`config.mk`:
```
export PLATFORM = sky130hd
export DESIGN_NAME = regfile_arbiter_2x_flat
export DESIGN_NICKNAME = d
export VERILOG_FILES = /design/src/rtl/regfile_arbiter_2x_if.sv /design/src/rtl/regfile_arbiter_2x.sv /design/src/flat_wrapper.sv
export SDC_FILE = /design/constraint.sdc
export NUM_CORES = 1
export LEC_CHECK = 0
export ABC_CLOCK_PERIOD_IN_PS = 2000
export BUFFER_PORTS_ARGS = -buffer_cell sky130_fd_sc_hd__buf_2
export CAP_MARGIN = 20
export CORE_MARGIN = 4
export CORE_UTILIZATION = 38
export DETAILED_ROUTE_END_ITERATION = 12
export PLACE_DENSITY = 0.91
export SLEW_MARGIN = 40
export SYNTH_ARGS = -nofsm -noshare
export SYNTH_HDL_FRONTEND = slang
export SYNTH_SLANG_ARGS = --single-unit
```
`constraint.sdc`:
```
create_clock -name Clk -period 2 [get_ports Clk]
set_input_delay 0.2 -clock Clk [delete_from_list [all_inputs] [get_ports Clk]]
set_output_delay 0.2 -clock Clk [all_outputs]
set_load 0.05 [all_outputs]
```
`src/rtl/regfile_arbiter_2x_if.sv`:
```
// Requester-side bus of the two-port register file arbiter.
// master = requester side, slave = arbiter side.
interface regfile_arbiter_2x_if #(
  parameter int unsigned DW = 32,
  parameter int unsigned AW = 3
);
  logic [1:0]    Req;
  logic [1:0]    Wr;
  logic [AW-1:0] Addr0;
  logic [AW-1:0] Addr1;
  logic [DW-1:0] WData0;
  logic [DW-1:0] WData1;
  logic [1:0]    Gnt;
  logic [1:0]    RValid;
  logic [DW-1:0] RData;

  modport master (
    output Req, Wr, Addr0, Addr1, WData0, WData1,
    input  Gnt, RValid, RData
  );

  modport slave (
    input  Req, Wr, Addr0, Addr1, WData0, WData1,
    output Gnt, RValid, RData
  );
endinterface

```
`src/rtl/regfile_arbiter_2x.sv`:
```
// Round-robin sharing of an 8x32 register file's read/write ports between two
// requesters, plus a hardware sequence that writes zero to every register.
module regfile_arbiter_2x #(
  parameter int unsigned DW = 32,
  parameter int unsigned AW = 3
) (
  input  logic                 Clk,
  input  logic                 Rst,
  regfile_arbiter_2x_if.slave  bus,
  input  logic                 Clr_Req,
  output logic                 Clr_Busy,
  output logic                 Clr_Done,
  output logic [AW-1:0]        RF_RAddr,
  output logic [AW-1:0]        RF_WAddr,
  output logic                 RF_WEn,
  output logic [DW-1:0]        RF_WData,
  input  logic [DW-1:0]        RF_RData
);

  typedef enum logic {SERVE = 1'b0, CLEAR = 1'b1} state_t;

  state_t        state;
  logic          ptr;
  logic [AW-1:0] cnt;
  logic [1:0]    rvalid_q;
  logic [DW-1:0] rdata_q;
  logic          clr_done_q;

  logic [1:0]    gnt;
  logic [1:0]    gnt_rd;
  logic          gnt_wr;
  logic [AW-1:0] gnt_addr;
  logic [DW-1:0] gnt_wdata;

  // Grant selection; held off during reset so nothing reaches the file.
  always_comb begin
    gnt = 2'b00;
    if (!Rst && state == SERVE) begin
      case (bus.Req)
        2'b01:   gnt = 2'b01;
        2'b10:   gnt = 2'b10;
        2'b11:   gnt = ptr ? 2'b10 : 2'b01;
        default: gnt = 2'b00;
      endcase
    end
  end

  assign gnt_wr    = |(gnt & bus.Wr);
  assign gnt_rd    = gnt & ~bus.Wr;
  assign gnt_addr  = gnt[1] ? bus.Addr1  : bus.Addr0;
  assign gnt_wdata = gnt[1] ? bus.WData1 : bus.WData0;

  // Register-file pins: clear sweep owns the write port while clearing.
  always_comb begin
    RF_WEn   = 1'b0;
    RF_WAddr = '0;
    RF_WData = '0;
    RF_RAddr = '0;
    if (!Rst) begin
      if (state == CLEAR) begin
        RF_WEn   = 1'b1;
        RF_WAddr = cnt;
      end else if (gnt_wr) begin
        RF_WEn   = 1'b1;
        RF_WAddr = gnt_addr;
        RF_WData = gnt_wdata;
      end else if (|gnt) begin
        RF_RAddr = gnt_addr;
      end
    end
  end

  always_ff @(posedge Clk) begin
    if (Rst) begin
      state      <= SERVE;
      ptr        <= 1'b0;
      cnt        <= '0;
      rvalid_q   <= 2'b00;
      rdata_q    <= '0;
      clr_done_q <= 1'b0;
    end else begin
      clr_done_q <= 1'b0;
      rvalid_q   <= gnt_rd;
      if (|gnt_rd) begin
        rdata_q <= RF_RData;
      end
      // Only a contested grant hands priority to the other requester.
      if (bus.Req == 2'b11 && |gnt) begin
        ptr <= ~ptr;
      end
      case (state)
        SERVE: begin
          if (Clr_Req) begin
            state <= CLEAR;
            cnt   <= '0;
          end
        end
        CLEAR: begin
          cnt <= cnt + AW'(1);
          if (&cnt) begin
            state      <= SERVE;
            clr_done_q <= 1'b1;
          end
        end
        default: state <= SERVE;
      endcase
    end
  end

  assign bus.Gnt    = gnt;
  assign bus.RValid = rvalid_q;
  assign bus.RData  = rdata_q;
  assign Clr_Busy   = (state == CLEAR);
  assign Clr_Done   = clr_done_q;

endmodule

```
`src/flat_wrapper.sv`:
```
// flat-port wrapper written by rule: the top's interface ports become plain ports
module regfile_arbiter_2x_flat 
#(
  parameter int unsigned DW = 32,
  parameter int unsigned AW = 3
)
  (Clk, Rst, Clr_Req, Clr_Busy, Clr_Done, RF_RAddr, RF_WAddr, RF_WEn, RF_WData, RF_RData, bus_Req, bus_Wr, bus_Addr0, bus_Addr1, bus_WData0, bus_WData1, bus_Gnt, bus_RValid, bus_RData);
  regfile_arbiter_2x_if #(.DW(DW), .AW(AW)) bus_i ();
  input  logic Clk;
  input  logic Rst;
  input  logic Clr_Req;
  output logic Clr_Busy;
  output logic Clr_Done;
  output logic [AW-1:0] RF_RAddr;
  output logic [AW-1:0] RF_WAddr;
  output logic RF_WEn;
  output logic [DW-1:0] RF_WData;
  input  logic [DW-1:0] RF_RData;
  input wire logic [$bits(bus_i.Req)-1:0] bus_Req;
  input wire logic [$bits(bus_i.Wr)-1:0] bus_Wr;
  input wire logic [$bits(bus_i.Addr0)-1:0] bus_Addr0;
  input wire logic [$bits(bus_i.Addr1)-1:0] bus_Addr1;
  input wire logic [$bits(bus_i.WData0)-1:0] bus_WData0;
  input wire logic [$bits(bus_i.WData1)-1:0] bus_WData1;
  output wire logic [$bits(bus_i.Gnt)-1:0] bus_Gnt;
  output wire logic [$bits(bus_i.RValid)-1:0] bus_RValid;
  output wire logic [$bits(bus_i.RData)-1:0] bus_RData;
  assign bus_i.Req = bus_Req;
  assign bus_i.Wr = bus_Wr;
  assign bus_i.Addr0 = bus_Addr0;
  assign bus_i.Addr1 = bus_Addr1;
  assign bus_i.WData0 = bus_WData0;
  assign bus_i.WData1 = bus_WData1;
  assign bus_Gnt = bus_i.Gnt;
  assign bus_RValid = bus_i.RValid;
  assign bus_RData = bus_i.RData;
  regfile_arbiter_2x #(.DW(DW), .AW(AW)) u_core (.Clk(Clk), .Rst(Rst), .bus(bus_i), .Clr_Req(Clr_Req), .Clr_Busy(Clr_Busy), .Clr_Done(Clr_Done), .RF_RAddr(RF_RAddr), .RF_WAddr(RF_WAddr), .RF_WEn(RF_WEn), .RF_WData(RF_WData), .RF_RData(RF_RData));
endmodule
```
==> results.toml <==
[detailed_routing]
routed_wl_um = 9540
first_iter_violations = 105
drc = 0
drtAntennaViolNets = 0
post_drt_via_cell_ratio = 5.39
route.vias.total = 2871
wl_per_cell_um = 17.9
dr.pass1.iters = 4

[global_routing]
grt_pass1_wl_um = 13500
grt.overflow.total = 0
grt_max_degree = 34
antenna_found_initial = 4
grt_pass1_vias = 2854
grtUsageTotal = 0.235

[synthesis]
syn-num-nets = 378
avgSynthCellArea_um2 = 8.04
yosysWarningCount = 0
synth_cells = 267
synth_seq_cells = 40
async_flop_share = 0
synth_edf_count = 0
synth.cell_area_mm2 = 0.00215
ys_seq_area_frac = 0.373
synth_cell_type_count = 33
ys_dominant_reg_cell = "dfxtp_1"

[sta]
fin_tns_setup_ns = -0.616
fmax_mhz = 488
grt_setup_unrepaired = "true"
tightest_slew_ns = 0.335
final-max-slew-violation-count = 0
fin_ws_ns = -0.0507
skew_ns = 0.00513
fin_crit_sh = 1.03
min_period_ns = 2.05
hold_violations = 0
slew_headroom = 0.777
finalSetupViolations = 31

[floorplan]
core_mm2 = 0.00551
dieArea_mm2 = 0.00691
rows = 27
die_w_um = 83.1
io_pins = 186
die_h_um = 83.1
start_util = 0.390

[run]
drv_cap = 0

[clock_network]
cts_buffer_depth = 2
cts_buffers = 5
cts.sinks = 40
clkLatencyLatePin_ns = 0.29
tritoncts = "built"
holdBufCountCts = 0
root_buffer = "clkbuf_8"
cts.htree.levels = 2
clk_pin_slew_worst_paths_ns = 0.07

[worst_setup_path]
critical_path_required_ns = 1.80
cp.arrival_ns = 1.85
cp_cell_sequence = "and2b_4 -> nand3b_4 -> inv_4 -> a22oi_4 -> buf_6 -> clkbuf_16 -> a21oi_4 -> buf_6"
critPathLaunch = "u_core.ptr"
start_kind = "register"
end_kind = "output pin"
slowest_delay_ns = 0.34
path_class = "register to output pin"
crit_fanout = 5
reg2reg_from = "u_core.ptr"
path_buf_inv = 4
cp_top_family = "buffers and inverters"
path_common_cell = "buf_6"
slowest_stage = "dfxtp_2"

[layout]
num-nets-final = 568
drive_gt1_frac = 0.630
areaGrowthSynthToFinish_pct = 88.2
n_fill_cell = 375
post-route-cell-area_mm2 = 0.00404

[status]
failed_checks = "negative setup slack"
status = "finished, violations left"

[placement]
hpwl_um = 6320
place_congestion = 0.945
placed_cell_area_mm2 = 0.00351
io_buffers = 185
place_ws_ns = 0.125

[min_path]
hp-start = "bus_Wr[1]"
min_path_type = "input pin to register"

[power_and_ir_drop]
power_density_mw_per_mm2 = 567
finalPower_uw = 2290
p_leak_uw = 0.00205
vdd_ir_drop_max_v = 0.000467
[sequential cells by signal, summed over array words and instances, names as in the netlist]
signal             flops
u_core.ptr             1
u_core.bus.RValid      2
u_core.Clr_Busy        1
u_core.cnt             3
u_core.bus.RData      32
u_core.Clr_Done        1
[per-stage QoR]
stage	util	hold slack, ns	std cells
final	0.733	0.173	533
after global routing	0.733	0.169	533
after CTS	0.696	0.164	527
after detailed placement	0.638	0.462	513
after global placement	0.638	0.450	513
after floorplan	-	0.272	267
[repair_timing]
action / in CTS / in global routing
pin swaps: 3 / 4
setup endpoints to repair: 39 / 39
endpoints found under the hold margin: 0 / 0
setup buffers: 5 / 2
cloned: 2 / 1
gates resized for setup: 47 / 58
[layout by cell type, fill, tap and decap left out, drive strengths merged]
master    count
a211oi        1
a31o         32
a22oi         1
diode         4
clkinvlp      1
clkbuf        6
nor4          1
buf         205
dfxtp        40
o21ai         3
nand3b        1
xor2          1
a21bo         1
nor3          1
nand2        67
clkinv        2
nor3b         2
inv           3
and3         33
o32ai         1
a21oi        35
nand3         2
ha            2
nor2         11
mux2i         4
and2b         1
[power breakdown]
part / switching, µW / internal, µW
registers: 26.3 / 846
clock network: 273 / 236
logic: 582 / 328
total: 881 / 1410
[area by class of cell]
cell class	count	area, µm²	area share
flip-flops and latches	40	803	0.199
clock buffers	5	68.8	0.0170
clock inverters	2	12.5	0.00310
well taps	72	90.1	0.0223
inverters	4	17.5	0.00434
diodes	4	10.0	0.00248
multi-input cells	200	1620	0.400
repair buffers	206	1420	0.352
[cell usage after synthesis (2+ instances only)]
cell type / n / share of area
nand2_1: 66 / 0.12
dfxtp_1: 40 / 0.37
a21oi_1: 35 / 0.082
and3_1: 31 / 0.090
a31o_2: 20 / 0.082
a31o_1: 12 / 0.049
clkbuf_1: 10 / 0.017
nor2_1: 10 / 0.017
buf_2: 4 / 0.0093
mux2i_1: 4 / 0.019
buf_4: 3 / 0.010
buf_6: 3 / 0.016
clkbuf_2: 3 / 0.0070
o21ai_0: 3 / 0.0070
and3_2: 2 / 0.0070
ha_1: 2 / 0.012
nand3_1: 2 / 0.0047
nor3b_1: 2 / 0.0070
[final timing paths]
path,depth (start not counted),slack [ns],end
worst max-delay path,8,-0.05,RF_WData[12]
worst min-delay path,2,0.17,u_core.bus.RValid[1]
worst max register to register,6,0.29,u_core.bus.RData[30]
worst min register to register,1,0.48,u_core.bus.RData[31]
[metal layers]
metal,track usage,share of wire,up-vias
met1,0.245,0.35,1339
met5,0,0,-
met2,0.428,0.51,171
met4,0.116,0.046,0
met3,0.0675,0.097,38
li1,-,-,1323
[worst reg2reg max path: cells and delay by family (launching register included)]
family | cells | cell delay, ns
buffers and inverters | 2 | 0.39
AO/OA/AOI/OAI | 2 | 0.56
AND/OR/NAND/NOR | 2 | 0.31
flip-flops | 1 | 0.35
[kinds of logic (layout without fill, tap and decap cells)]
kind of cell    Yosys count  in the layout  share of synthesized area
compound gates           74             74                      0.250
xor+xnor                  1              1                    0.00408
fa+ha+maj                 2              2                     0.0117
buf+inv                  27            217                     0.0682
flops                    40             40                      0.373
mux                       4              4                     0.0187
other cells               0              4                          0
simple gates            119            119                      0.274
Note: power is estimated with default switching activity, not from simulation.
